--- config.mk ---
export PLATFORM = sky130hd
export DESIGN_NAME = mem_port_arbiter
export DESIGN_NICKNAME = d
export VERILOG_FILES = /design/src/rtl/mem_port_arbiter_pkg.sv /design/src/rtl/mem_port_arbiter_bus_watchdog.sv /design/src/rtl/mem_port_arbiter.sv
export SDC_FILE = /design/constraint.sdc
export NUM_CORES = 1
export LEC_CHECK = 0
export CELL_PAD_IN_SITES_DETAIL_PLACEMENT = 2
export CELL_PAD_IN_SITES_GLOBAL_PLACEMENT = 2
export CORE_UTILIZATION = 37
export CTS_BUF_LIST = sky130_fd_sc_hd__clkbuf_4
export CTS_CLUSTER_SIZE = 28
export DETAILED_ROUTE_END_ITERATION = 12
export DONT_BUFFER_PORTS = 1
export GPL_TIMING_DRIVEN = 0
export PLACE_DENSITY_LB_ADDON = 0.1
export SLEW_MARGIN = 15
export SYNTH_ARGS = -nofsm -noshare
export SYNTH_HDL_FRONTEND = slang
export SYNTH_HIERARCHICAL = 1
export SYNTH_SLANG_ARGS = --single-unit
--- constraint.sdc ---
create_clock -name clk_i -period 2.48 [get_ports clk_i]
set_input_delay 0.496 -clock clk_i [delete_from_list [all_inputs] [get_ports clk_i]]
set_output_delay 0.496 -clock clk_i [all_outputs]
set_load 0.01 [all_outputs]
--- src/rtl/mem_port_arbiter_pkg.sv ---
// Shared definitions for the memory port arbiter: FSM encoding, defaults,
// constant bus words and the latched bus command record.
package mem_port_arbiter_pkg;

    localparam logic [1:0] ARB_IDLE   = 2'd0;
    localparam logic [1:0] ARB_D_WAIT = 2'd1;
    localparam logic [1:0] ARB_I_WAIT = 2'd2;

    localparam int unsigned TIMEOUT_DEFAULT = 32'd255;
    localparam int unsigned CNT_W_DEFAULT   = 32'd8;

    localparam logic [31:0] NOP_WORD = 32'h0000_0000;
    localparam logic [3:0]  BE_WORD  = 4'hF;

    typedef struct packed {
        logic        we;
        logic [3:0]  be;
        logic [31:0] addr;
        logic [31:0] wdata;
    } bus_cmd_t;

    function automatic logic is_wait_state(input logic [1:0] st);
        return (st == ARB_D_WAIT) || (st == ARB_I_WAIT);
    endfunction

endpackage

--- src/rtl/mem_port_arbiter_bus_watchdog.sv ---
// Wait-cycle counter for an outstanding bus transaction; expired_o flags
// that the count has reached TIMEOUT.
module mem_port_arbiter_bus_watchdog
    import mem_port_arbiter_pkg::*;
#(
    parameter int unsigned TIMEOUT = TIMEOUT_DEFAULT,
    parameter int unsigned CNT_W   = CNT_W_DEFAULT
) (
    input  logic clk_i,
    input  logic reset_i,
    input  logic clr_i,
    input  logic en_i,
    output logic expired_o
);

    logic [CNT_W-1:0] cnt_q;

    assign expired_o = (cnt_q == CNT_W'(TIMEOUT));

    // Wait counter: clear wins over count, and it holds once expired.
    always_ff @(posedge clk_i) begin
        if (reset_i) begin
            cnt_q <= '0;
        end else if (clr_i) begin
            cnt_q <= '0;
        end else if (en_i && !expired_o) begin
            cnt_q <= cnt_q + CNT_W'(1);
        end else begin
            cnt_q <= cnt_q;
        end
    end

endmodule

--- src/rtl/mem_port_arbiter.sv ---
// Shares one external memory port between instruction fetch and the MEM
// stage, with fixed data priority and a watchdog-bounded req/ack handshake.
module mem_port_arbiter
    import mem_port_arbiter_pkg::*;
#(
    parameter int unsigned TIMEOUT = TIMEOUT_DEFAULT,
    parameter int unsigned CNT_W   = CNT_W_DEFAULT
) (
    input  logic        clk_i,
    input  logic        reset_i,
    input  logic        if_req_i,
    input  logic [31:0] if_addr_i,
    input  logic        if_abort_i,
    output logic [31:0] if_rdata_o,
    output logic        if_stall_o,
    input  logic        mem_req_i,
    input  logic        mem_we_i,
    input  logic [3:0]  mem_be_i,
    input  logic [31:0] mem_addr_i,
    input  logic [31:0] mem_wdata_i,
    output logic [31:0] mem_rdata_o,
    output logic        mem_stall_o,
    output logic        mem_bus_err_o,
    output logic        bus_req_o,
    output logic        bus_we_o,
    output logic [3:0]  bus_be_o,
    output logic [31:0] bus_addr_o,
    output logic [31:0] bus_wdata_o,
    input  logic        bus_ack_i,
    input  logic [31:0] bus_rdata_i
);

    logic [1:0]  state_q, state_d;
    bus_cmd_t    cmd_q, cmd_d;
    logic        bus_req_q, bus_req_d;
    logic [31:0] if_rdata_q, if_rdata_d;
    logic [31:0] mem_rdata_q, mem_rdata_d;
    logic        d_done_q, d_done_d;
    logic        i_done_q, i_done_d;
    logic        err_q, err_d;
    logic        discard_q, discard_d;
    logic        discard_now_s;
    logic        wd_clr_s, wd_en_s, expired_s;

    mem_port_arbiter_bus_watchdog #(
        .TIMEOUT (TIMEOUT),
        .CNT_W   (CNT_W)
    ) u_bus_watchdog (
        .clk_i     (clk_i),
        .reset_i   (reset_i),
        .clr_i     (wd_clr_s),
        .en_i      (wd_en_s),
        .expired_o (expired_s)
    );

    // An abort raised in the completing cycle still suppresses the result.
    assign discard_now_s = discard_q | ((state_q == ARB_I_WAIT) & if_abort_i);

    // Arbitration, handshake sequencing and completion bookkeeping.
    always_comb begin
        state_d     = state_q;
        cmd_d       = cmd_q;
        bus_req_d   = bus_req_q;
        if_rdata_d  = if_rdata_q;
        mem_rdata_d = mem_rdata_q;
        d_done_d    = 1'b0;
        i_done_d    = 1'b0;
        err_d       = 1'b0;
        discard_d   = discard_q;
        wd_clr_s    = 1'b0;
        wd_en_s     = is_wait_state(state_q);
        case (state_q)
            ARB_IDLE: begin
                wd_clr_s  = 1'b1;
                discard_d = 1'b0;
                if (mem_req_i && !d_done_q) begin
                    state_d   = ARB_D_WAIT;
                    bus_req_d = 1'b1;
                    cmd_d     = '{we: mem_we_i, be: mem_be_i, addr: mem_addr_i, wdata: mem_wdata_i};
                end else if (if_req_i && !i_done_q && !if_abort_i) begin
                    state_d   = ARB_I_WAIT;
                    bus_req_d = 1'b1;
                    cmd_d     = '{we: 1'b0, be: BE_WORD, addr: if_addr_i, wdata: cmd_q.wdata};
                end else begin
                    bus_req_d = 1'b0;
                end
            end
            ARB_D_WAIT: begin
                if (bus_ack_i || expired_s) begin
                    mem_rdata_d = bus_ack_i ? bus_rdata_i : NOP_WORD;
                    err_d       = ~bus_ack_i;
                    d_done_d    = 1'b1;
                    bus_req_d   = 1'b0;
                    wd_clr_s    = 1'b1;
                    state_d     = ARB_IDLE;
                end else begin
                    state_d = ARB_D_WAIT;
                end
            end
            ARB_I_WAIT: begin
                if (bus_ack_i || expired_s) begin
                    if (!discard_now_s) begin
                        if_rdata_d = bus_ack_i ? bus_rdata_i : NOP_WORD;
                        i_done_d   = 1'b1;
                    end else begin
                        i_done_d = 1'b0;
                    end
                    discard_d = 1'b0;
                    bus_req_d = 1'b0;
                    wd_clr_s  = 1'b1;
                    state_d   = ARB_IDLE;
                end else begin
                    discard_d = discard_now_s;
                end
            end
            default: begin
                state_d   = ARB_IDLE;
                bus_req_d = 1'b0;
                discard_d = 1'b0;
                wd_clr_s  = 1'b1;
            end
        endcase
    end

    // State and output registers.
    always_ff @(posedge clk_i) begin
        if (reset_i) begin
            state_q     <= ARB_IDLE;
            cmd_q       <= '0;
            bus_req_q   <= 1'b0;
            if_rdata_q  <= 32'h0000_0000;
            mem_rdata_q <= 32'h0000_0000;
            d_done_q    <= 1'b0;
            i_done_q    <= 1'b0;
            err_q       <= 1'b0;
            discard_q   <= 1'b0;
        end else begin
            state_q     <= state_d;
            cmd_q       <= cmd_d;
            bus_req_q   <= bus_req_d;
            if_rdata_q  <= if_rdata_d;
            mem_rdata_q <= mem_rdata_d;
            d_done_q    <= d_done_d;
            i_done_q    <= i_done_d;
            err_q       <= err_d;
            discard_q   <= discard_d;
        end
    end

    assign mem_stall_o   = mem_req_i & ~d_done_q;
    assign if_stall_o    = if_req_i & ~i_done_q;
    assign if_rdata_o    = if_rdata_q;
    assign mem_rdata_o   = mem_rdata_q;
    assign mem_bus_err_o = err_q;
    assign bus_req_o     = bus_req_q;
    assign bus_we_o      = cmd_q.we;
    assign bus_be_o      = cmd_q.be;
    assign bus_addr_o    = cmd_q.addr;
    assign bus_wdata_o   = cmd_q.wdata;

endmodule

# Yosys cells after proc, flatten, opt, wreduce, memory -nomap -nowiden
# Cells that the tools add are included.
totals:
  rom_bits: 0
  reg_bits: 148
  elab_cells: 70
  memories: 0
  latchBits: 0
  ram_bits: 0
  out_inout_bits: 137
  inputBits: 139
classes:
  addsub: 1
  n_shift: 0
  n_div: 0
  n_mul: 0
  n_reduce_logical: 22
  muxes: 17
  eq_ne: 6
  n_lt_le_gt_ge: 0
  bitwise_logic: 11
op_table:
  columns: ["op", "count"]
  rows:
  - ["$mux 69", 2]
  - ["$mux 32", 1]
  - ["$add 8x1->8 const B", 1]
  - ["$eq 8x8->1 const B", 1]
  - ["$mux 1", 8]
  - ["$reduce_and 2->1", 4]
  - ["$not 1->1", 7]
  - ["$mux 2", 3]
  - ["$pmux 2 s3", 1]
  - ["$reduce_or 2->1", 3]
  - ["$reduce_or 3->1", 2]
  - ["$logic_and 1x1->1", 4]
  - ["$logic_not 1->1", 4]
  - ["$ne 2x1->1 const B", 2]
  - ["$pmux 1 s2", 2]
  - ["$and 1x1->1", 3]
  - ["$ne 3x3->1 const B", 1]
  - ["$reduce_and 3->1", 1]
  - ["$eq 2x1->1 const B", 1]
  - ["$eq 2x2->1 const B", 1]
  - ["$logic_not 2->1", 1]
  - ["$logic_or 1x1->1", 2]
  - ["$reduce_bool 2->1", 1]
  - ["$or 1x1->1", 1]

# Depth between registers and ports, before layout
# Gate-level depths: netlist of the first run.
logic_depth:
  word_depth: 6
  ltp_mapped: 8
  ltp_nobuf: 7

# Cells and area by module
# The synthesis of the first run kept the hierarchy.
modules_own_cells:
  columns: ["mod", "area_each_um2", "n_inst", "cells_each"]
  rows:
  - ["mem_port_arbiter", 5854.4, 1, 665]
  - ["mem_port_arbiter_bus_watchdog", 425.4, 1, 45]

# Worst setup path after synthesis of the first run
# OpenSTA, ideal clock, no wires.
synth_timing:
  path_type: "flip-flop to flip-flop"
  startpoint: "register u_bus_watchdog.cnt_q[0]"
  endpoint: "register u_bus_watchdog.cnt_q[4]"
  required_ns: 2.410
  period_less_slack_ns: 2.001
  setup_ns: 0.070
  arrival_ns: 1.931
  path_stages_with_launch: 8
  slack_ns: 0.479
  cell_sequence: "dfxtp_1 > ha_1 > and4_4 > and2_1 > or3b_2 > nor2_1 > o21ai_0 > a21oi_1"
synth_between:
  elab_chain_cells: 5
  word_cells_on_any_way: 8
  classes_between: "add/sub (1); eq/ne (1); mux (2); reduce/logical (4)"
synth_lines:
  columns: ["item", "line_no", "source"]
  rows:
  - ["start: declaration", "mem_port_arbiter_bus_watchdog.sv:16", "logic [CNT_W-1:0] cnt_q;"]
  - ["start signal: assignment", "mem_port_arbiter_bus_watchdog.sv:27", "cnt_q <= cnt_q + CNT_W'(1);"]
  - ["start signal: assignment", "mem_port_arbiter_bus_watchdog.sv:29", "cnt_q <= cnt_q;"]
  - ["$eq 8x8->1", "mem_port_arbiter_bus_watchdog.sv:18", "assign expired_o = (cnt_q == CNT_W'(TIMEOUT));"]
  - ["net expired_s", "mem_port_arbiter.sv:43", "logic wd_clr_s, wd_en_s, expired_s;"]
  - ["$logic_or 1x1->1", "mem_port_arbiter.sv:89, mem_port_arbiter.sv:101", null]
  - ["$mux 1", "mem_port_arbiter.sv:89, mem_port_arbiter.sv:101", null]
  - ["$mux 1", null, null]
  - ["net wd_clr_s", "mem_port_arbiter.sv:43", null]
  - ["$reduce_or 2->1 (no source line)", null, null]
# The timed path passes the listed nets, and every way through them passes these cells.
# A chain may end at the register's enable or synchronous reset.

# Worst setup path in the final report of the first run
layout_timing:
  startpoint: "register u_bus_watchdog.cnt_q[0]"
  endpoint: "register mem_rdata_q[11], in the netlist mem_rdata_o[11]"
layout_between:
  elab_chain_cells: 3
layout_lines:
  columns: ["item", "line_no", "source"]
  rows:
  - ["$eq 8x8->1", "mem_port_arbiter_bus_watchdog.sv:18", null]
  - ["net expired_s", "mem_port_arbiter.sv:43", null]
  - ["$logic_or 1x1->1", "mem_port_arbiter.sv:89", "if (bus_ack_i || expired_s) begin"]
  - ["$reduce_and 2->1 (no source line)", null, null]
  - ["end signal: assignment", "mem_port_arbiter.sv:142", "mem_rdata_q <= mem_rdata_d;"]
  - ["end: declaration", "mem_port_arbiter.sv:37", "logic [31:0] mem_rdata_q, mem_rdata_d;"]
# The timed path passes the listed nets, and every way through them passes these cells.

==> run metrics, run 1 <==
IO buf count=0; Max VDD drop=between 0.3 and 0.4 mV; CP Launch Type=flop; FF+latch count, synth=around 150; CTS clk-pin slew, worst paths=approximately 0.13 ns; most instantiated cells after synthesis=148 x dfxtp_1, 103 x nand2_1, 69 x a21oi_1; Die H=132 um; Root Buffer=clkbuf_4; P_leak=about 2.3 nW; Setup Fix Bufs, Post-CTS=0; cell taking the most area after synthesis=dfxtp_1; Cell Pwr Density=~750 nW/um^2; YS warnings=6; CP Data Required Time=between 2 and 3 ns; synth unique cells=52; worst rel slew slack=between 40% and 50%; GP Congestion=0.797; DR iter-0 viols=about 150; ranking of synthesized cells by area=dfxtp_1 47%, a2111oi_2 7.2%, nand2_1 6.2%, a21oi_1 5.5%, nor2_1 3.9%; Total Neg Setup Slack=0 ns; largest net degree at the start of global routing=17; Pre-antenna DRT Iters=5; Antenna Violating Nets Remaining=0; antenna violations before repair=0; achievable clock frequency=roughly 0.44 GHz; Mapped Cells=710; Via density=slightly below 6; crit end category=flop; Worst-Margin Slew=slightly below 0.8 ns; vias=roughly 5,600; CORE AREA=16,600 um^2; Mapped Nets=~850; Initial Utilization=between 30% and 40%; Tot GR Track Use=25.2%; final hold violation count=0; Layout area overhead=9.46%; share of Yosys cell area claimed by the top area cell type=between 40 and 50%; final net count=875; RSZ-0062 raised after global routing=false; H-tree depth=4; Die Area=~17,000 um^2; Design Power=5.18 mW; first-pass GRT wire length=between 30,000 and 40,000 um; fill cell count=~1,900; CP Max Fanout=10; worst skew pair latency=approximately 0.58 ns; Sink Count=~150; Clock Skews=approximately 0.018 ns; Synth Flop Type=dfxtp_1; post-synthesis average cell area=a little under 9 um^2; antenna cell count=0; row cnt=47; drt drc=0; final-report setup violation count=0; vias in the first global route=roughly 6,100; Post-synth EDFFs=0; Layout Cells excl Fill=a little under 1,000; layout cells sized above 1=between 10% and 20%; DPL Wire Length=about 17,000 um; Slew Viols, Final=0; Num CTS Buffers=17; HP Class=in -> reg; status=finished clean; CP Class=reg -> reg; CTS tree=yes; register area share after synthesis=roughly 47%; Die X-Extent=132 um; Arr. time, crit path=2.80 ns; Worst Hold Margin=approximately 0.05 ns; routed length per instance=between 20 and 25 um; placed cells=between 900 and 1,000; Post-synth ARST share=0%; Clock Tree Buf Depth=2; aggregate routed wire length=between 20,000 and 25,000 um; count leader, synth=dfxtp_1; Post-Syn Area=between 6000 and 7000 um^2; IO Pins=276; grt ovf=0; max-cap violations=0; Final min period=between 2 and 2.5 ns; fin crit share=between 90% and 100%
==> where the power goes <==
| group | switching (mW) | internal [mW] |
|---|---|---|
| logic | 0.532 | 0.328 |
| registers | 0.224 | 2.54 |
| clock network | 0.904 | 0.647 |
| total | 1.66 | 3.52 |
==> final timing paths <==
path / startpoint / end / slack, ns / depth (start not counted)
hold / removal: bus_rdata_i[17] / if_rdata_o[17] / 0.05 / 2
setup / recovery: u_bus_watchdog/cnt_q[0] / mem_rdata_o[11] / 0.19 / 7
setup reg to reg: u_bus_watchdog/cnt_q[0] / mem_rdata_o[11] / 0.19 / 7
hold reg to reg: u_bus_watchdog/cnt_q[1] / u_bus_watchdog/cnt_q[1] / 0.51 / 2
==> cells by family (layout without fill, tap and decap cells) <==
| family | Yosys count | count (layout) | share of synthesized area [%] |
|---|---|---|---|
| muxes | 3 | 3 | 0.478 |
| DFF | 148 | 148 | 47.2 |
| AOI/OAI and AO/OA | 250 | 250 | 29.9 |
| and+or+nand+nor | 234 | 234 | 16.5 |
| adders and majority gates | 4 | 4 | 0.797 |
| buffers and inverters | 71 | 106 | 5.14 |
==> per-stage QoR <==
step	utilization [%]	worst slack [ns]	area [um^2]
2_1_floorplan	-	0.479	6280
3_3_place_gp	39.5	0.176	6560
3_5_place_dp	39.5	0.119	6560
4_1_cts	41.4	0.0762	6860
5_1_grt	41.5	0.0284	6870
6_report	41.5	0.194	6870
==> area by class of cell <==
type | count | area [um^2] | area share (%)
clock inverter | 11 | 126 | 1.84
sequential | 148 | 2960 | 43.1
inverter | 6 | 22.5 | 0.328
clock buffer | 21 | 158 | 2.29
multi-input combinational | 491 | 3000 | 43.6
timing repair buffer | 3 | 30.0 | 0.437
buffer | 65 | 300 | 4.37
tap | 220 | 275 | 4.00
==> routing by layer <==
layer | up-vias | share of wire (%) | GRT usage (%)
met2 | 195 | 51 | 44.0
met3 | 34 | 8.6 | 9.50
li1 | 2580 | - | -
met1 | 2770 | 39 | 28.4
met5 | - | 0 | 0
met4 | 0 | 1.9 | 8.11
==> layout by cell type, fill, tap and decap left out, types with 2 or more instances in the layout <==
master and n:
a22oi_1 32, nor2b_1 3, dlygate4sd3_1 3, clkinvlp_4 3
nor2_1 64, inv_1 5, ha_1 4, buf_2 17
nand2_1 103, or3b_2 2, a2111oi_2 30, clkbuf_1 35
a2111oi_0 3, bufinv_16 2, a21boi_2 21, and2_1 2
a31o_2 2, nand4_1 2, dfxtp_1 148, buf_6 4
or3b_1 2, a21oi_1 69, inv_6 3, buf_1 7
nand2b_1 2, or3_1 2, a211oi_1 3, nand3_1 3
and3_1 2, o21ai_1 30, o221a_1 4, a21boi_0 12
clkbuf_4 21, mux2i_1 3, o21ai_0 37, nor2_2 2
nor3_1 34
==> state kept, by name, summed over array words and instances, names as in the netlist, 2 cells and up <==
name,count
if_rdata_o,32
state_q,2
bus_be_o,4
mem_rdata_o,32
bus_addr_o,32
bus_wdata_o,32
u_bus_watchdog/cnt_q,8
==> critical path, stage by stage (launching register included) <==
cell	delay, ns
dfxtp_1	0.36
ha_1	0.25
and4_4	0.24
and2_1	0.20
o21ai_1	0.42
clkbuf_1	0.46
a22oi_1	0.17
nor2_1	0.13
==> what timing repair did <==
item                                    in CTS  in global routing
hold buffers                                 2                  1
endpoints found under the setup margin       0                 12
endpoints found under the hold margin        3                  1
resized for setup                            0                  2
(Power assumes the default switching activity.)
==> run 2, diff against run 1 <==
--- a/config.mk
+++ b/config.mk
@@ -17,5 +17,4 @@
 export SLEW_MARGIN = 15
 export SYNTH_ARGS = -nofsm -noshare
 export SYNTH_HDL_FRONTEND = slang
-export SYNTH_HIERARCHICAL = 1
 export SYNTH_SLANG_ARGS = --single-unit
==> run 2 against run 1 <==
Effect of this change:
- global-route usage down 4.7 points
- power down 2.3%
- final cell count down 19%
- first-iteration DRC count down 12%
- critical path type is now reg -> out
- largest cell class is now flip-flops and latches
==> run metrics, run 2 <==
antenna violations before repair=0; RSZ-0062 raised after global routing=false; Via density=5.55; CP Class=reg -> out; combinational power share=about 15%; YS warnings=0; Cell Pwr Density=around 830 nW/um^2; CP Max Fanout=10; drt drc=0; worst skew pair latency=~0.54 ns; final hold violation count=0; Clock Tree Buf Depth=2; final net count=just over 700; row cnt=44; Gates resized, CTS repair=0; Mapped Nets=696; Die X-Extent=~120 um; status=finished clean; Seq pwr share=~56%; most frequent cells in the layout=148 x dfxtp_1, 130 x nand2_1, 64 x a22o_1, 42 x nor2_1, 37 x a21oi_1; vias=roughly 4,300; Clock Skews=a little over 0.02 ns; ranking of synthesized cells by area=dfxtp_1 54%, a22o_1 10%, nand2_1 8.9%, a311oi_2 8.7%, a21oi_1 3.4%; Post-synth ARST share=0%; achievable clock frequency=between 0.4 and 0.5 GHz; H-tree depth=4; fin area=around 6100 um^2; first-pass GRT wire length=~24,000 um; Layout area overhead=11.0%; fin crit share=between 90% and 100%; vias in the first global route=4,447; CTS clk-pin slew, worst paths=between 0.1 and 0.15 ns; final-report setup violation count=0; Final min period=roughly 2.2 ns; worst rel slew slack=a little over half; Total Neg Setup Slack=0 ns; GP Congestion=around 0.73; Die H=around 120 um; Worst-Margin Slew=0.707 ns; Design Power=about 5.1 mW; WP buf/inv=3; aggregate routed wire length=around 16,000 um; Root Buffer=clkbuf_4; largest net degree at the start of global routing=17; peak per-stage delay on the critical path=~0.45 ns; count leader, synth=dfxtp_1; share of Yosys cell area claimed by the top area cell type=53.9%; CP Launch Type=flop; grt ovf=0; commonest non-fill, non-tap cell in the layout=dfxtp_1; Pre-antenna DRT Iters=5; HP Class=in -> reg; Worst Hold Margin=0.0623 ns; Setup Fix Bufs, Post-CTS=0; register area share after synthesis=between 50% and 60%; Num CTS Buffers=17; antenna cell count=0; Max VDD drop=0.292 mV; Arr. time, crit path=approximately 1.8 ns; Post-synth EDFFs=0; max-cap violations=0; Initial Utilization=37.8%; CTS tree=yes; most instantiated cells after synthesis=148 x dfxtp_1, 130 x nand2_1, 64 x a22o_1; Post-Syn Area=between 5000 and 6000 um^2; CP Data Required Time=about 2.0 ns; cell taking the most area after synthesis=dfxtp_1; Slowest-stage cell, CP=clkbuf_1; CORE AREA=approximately 15,000 um^2; switching share of power=32.5%; Slew Viols, Final=0; post-synthesis average cell area=9.93 um^2; critical path, cell by cell=nand2b_1, buf_4, inv_2, clkbuf_1; Sink Count=between 100 and 150; IO Pins=276; Pint=between 3 and 4 mW; layout cells sized above 1=around 16%; DR iter-0 viols=around 140; P_leak=~2.3 nW; Synth Flop Type=dfxtp_1; Clk pwr share=~29%; placed inst area=roughly 5700 um^2; IO buf count=0; Mapped Cells=553; DPL Wire Length=between 10,000 and 15,000 um; Die Area=15,300 um^2; Tot GR Track Use=20.5%; Antenna Violating Nets Remaining=0; Switch Pwr=approximately 1.6 mW; FF+latch count, synth=~150; crit end category=output port; synth unique cells=38; CP top delay family=buffers and inverters; routed length per instance=20.9 um
run 2: power by group through the flow:
stage / sequential (mW) / combinational, mW / clock [mW]
after floorplan: 2.81 / 0.608 / 0
after global placement: 2.87 / 0.735 / 0
after detailed placement: 2.87 / 0.775 / 0
after CTS: 2.82 / 0.780 / 1.54
after global routing: 2.85 / 0.863 / 1.62
final: 2.81 / 0.772 / 1.47
run 2: logic make-up after synthesis:
group	synth area share (%)
flip-flops	53.9
AO/OA/AOI/OAI	24.9
XOR/XNOR	0.797
AND/OR/NAND/NOR	14.8
buffers and inverters	4.62
adder cells (fa/ha/maj)	0.911
run 2: stage by stage:
| stage | setup slack [ns] | std cells | utilization (%) |
|---|---|---|---|
| after floorplan | 0.807 | 553 | - |
| after global placement | 0.305 | 737 | 39.4 |
| after detailed placement | 0.300 | 737 | 39.4 |
| after CTS | 0.153 | 770 | 41.4 |
| after global routing | 0.0756 | 778 | 42.0 |
| final | 0.232 | 778 | 42.0 |
run 2: path summary, 6_finish.rpt:
path | start | endpoint | slack [ns] | depth (start not counted)
max | d_done_q | mem_stall_o | 0.23 | 4
max reg2reg | state_q[0] | mem_rdata_o[28] | 0.37 | 5
min | bus_rdata_i[1] | if_rdata_o[1] | 0.06 | 1
min reg2reg | u_bus_watchdog.cnt_q[0] | u_bus_watchdog.cnt_q[0] | 0.46 | 1
run 2: metal layers:
layer	track usage (%)	routed length [um]
met1	22.2	6180
met2	35.0	8070
met3	8.33	1630
met4	9.11	396
met5	0	0
run 2: cell type report:
cell class	count	area, um^2
fill	1562	8440
sequential	148	2960
multi-input combinational	356	2280
tap	184	230
buffer	42	228
clock inverter	14	145
clock buffer	17	128
timing repair buffer	10	100
inverter	7	26.3
run 2: what timing repair did:
| item | in CTS | in global routing |
|---|---|---|
| hold buffers | 2 | 8 |
| setup endpoints to repair | 0 | 0 |
| endpoints found under the hold margin | 2 | 9 |
==> run 3, diff against run 2 <==
--- a/config.mk
+++ b/config.mk
@@ -7,7 +7,7 @@
 export LEC_CHECK = 0
 export CELL_PAD_IN_SITES_DETAIL_PLACEMENT = 2
 export CELL_PAD_IN_SITES_GLOBAL_PLACEMENT = 2
-export CORE_UTILIZATION = 37
+export CORE_UTILIZATION = 30
 export CTS_BUF_LIST = sky130_fd_sc_hd__clkbuf_4
 export CTS_CLUSTER_SIZE = 28
 export DETAILED_ROUTE_END_ITERATION = 12
==> run 3 against run 2 <==
Effect of this change:
- clock skew grew 0.0019 ns
- largest power group unchanged
- count of clock-buffer cells in the layout did not move
- utilization shrank 6.5 points
==> run metrics, run 3 (same netlist as run 2, synthesis figures left out) <==
Cell Pwr Density=around 830 nW/um^2; Final min period=around 2.3 ns; WP buf/inv=3; achievable clock frequency=approximately 0.44 GHz; hold_buf cts=14; critical path, cell by cell=nand2b_1, buf_4, inv_2, clkbuf_1; Tot GR Track Use=between 10% and 20%; combinational power share=between 10% and 20%; Max VDD drop=approximately 0.35 mV; Gates resized, CTS repair=0; Num CTS Buffers=17; Slowest-stage cell, CP=clkbuf_1; IO buf count=0; CTS tree=yes; IO Pins=between 200 and 300; Slew Viols, Final=0; fill cell count=1,962; Post-Route Utilization=roughly 35%; fin crit share=~92%; max-cap violations=0; multi-input gate area in the final layout=approximately 2300 um^2; vias in the first global route=between 4,000 and 5,000; largest net degree at the start of global routing=17; Die X-Extent=approximately 140 um; routed length per instance=20.7 um; final-report setup violation count=0; Seq pwr share=between 50% and 60%; DR iter-0 viols=between 100 and 150; CP Launch Type=flop; H-tree depth=4; Die H=137 um; final net count=about 740; Initial Utilization=between 30 and 40%; Clk pwr share=31.8%; aggregate routed wire length=approximately 17,000 um; Setup Fix Bufs, Post-CTS=0; DPL Wire Length=12,800 um; switching share of power=about 33%; CP top delay family=buffers and inverters; final hold violation count=0; row cnt=approximately 50; Via density=~5.2; antenna violations before repair=1; fin area=between 6000 and 7000 um^2; Arr. time, crit path=approximately 1.8 ns; Root Buffer=clkbuf_4; GP Congestion=a little over 0.7; Layout area overhead=15.8%; HP Class=in -> reg; RSZ-0062 raised after global routing=false; layout cells sized above 1=15.5%; Antenna Violating Nets Remaining=0; CORE AREA=18,000 um^2; P_leak=between 2 and 2.5 nW; placed inst area=between 5000 and 6000 um^2; Clock Tree Buf Depth=2; first-pass GRT wire length=about 25,000 um; Sequential Area=2960 um^2; worst skew pair latency=around 0.55 ns; grt ovf=0; Worst-Margin Slew=0.738 ns; peak per-stage delay on the critical path=~0.44 ns; most frequent cells in the layout=148 x dfxtp_1, 130 x nand2_1, 64 x a22o_1, 42 x nor2_1, 37 x a21oi_1; Sink Count=about 150; CP Max Fanout=10; commonest non-fill, non-tap cell in the layout=dfxtp_1; drt drc=0; Pre-antenna DRT Iters=5; worst rel slew slack=approximately 50%; Pint=3.56 mW; Switch Pwr=around 1.7 mW; CP Class=reg -> out; Clock Skews=~0.022 ns; CTS clk-pin slew, worst paths=approximately 0.15 ns; crit end category=output port; vias=between 4,000 and 5,000; Total Neg Setup Slack=0 ns; CP Data Required Time=around 2.0 ns; Die Area=18,900 um^2; status=finished clean
## run 3: final timing paths
| check | from | to | slack, ns | depth (start not counted) |
|---|---|---|---|---|
| max | d_done_q | mem_stall_o | 0.19 | 4 |
| min | mem_wdata_i[3] | bus_wdata_o[3] | 0.07 | 2 |
| max reg2reg | state_q[1] | mem_rdata_o[14] | 0.38 | 6 |
| min reg2reg | u_bus_watchdog.cnt_q[0] | u_bus_watchdog.cnt_q[0] | 0.47 | 1 |
## run 3: power groups by stage
stage	combinational (mW)	sequential (mW)	clock, mW
5_1_grt	0.896	2.85	1.86
3_3_place_gp	0.745	2.87	0
2_1_floorplan	0.608	2.81	0
3_5_place_dp	0.787	2.88	0
4_1_cts	0.807	2.83	1.77
6_report	0.800	2.82	1.69
## run 3: layout make-up
class                           instances  area share (%)
Sequential cell                       148            46.6
Tap cell                              229            4.50
Buffer                                 42            3.58
Antenna cell                            2          0.0787
Clock inverter                         15            2.95
Multi-Input combinational cell        356            35.8
Inverter                                7           0.413
Timing Repair Buffer                   26            4.09
Clock buffer                           17            2.01
## run 3: metrics by stage
stage	setup WS, ns	total power [mW]	hold WS (ns)	std cells
floorplan	0.807	3.42	0.413	553
global placement	0.299	3.62	0.426	782
detailed placement	0.219	3.66	0.442	782
CTS	0.0885	5.40	0.000956	828
global route	0.0443	5.60	0.0142	842
finish	0.195	5.30	0.0662	842
## run 3: routing by layer
| layer | GRT usage (%) | wire length [um] | up-vias | share of wire [%] |
|---|---|---|---|---|
| met5 | 0 | 0 | - | 0 |
| met4 | 7.39 | 318 | 0 | 1.8 |
| met3 | 7.58 | 1640 | 21 | 9.4 |
| met2 | 30.9 | 8760 | 164 | 50 |
| met1 | 19.3 | 6710 | 2159 | 38 |
| li1 | - | - | 2050 | - |
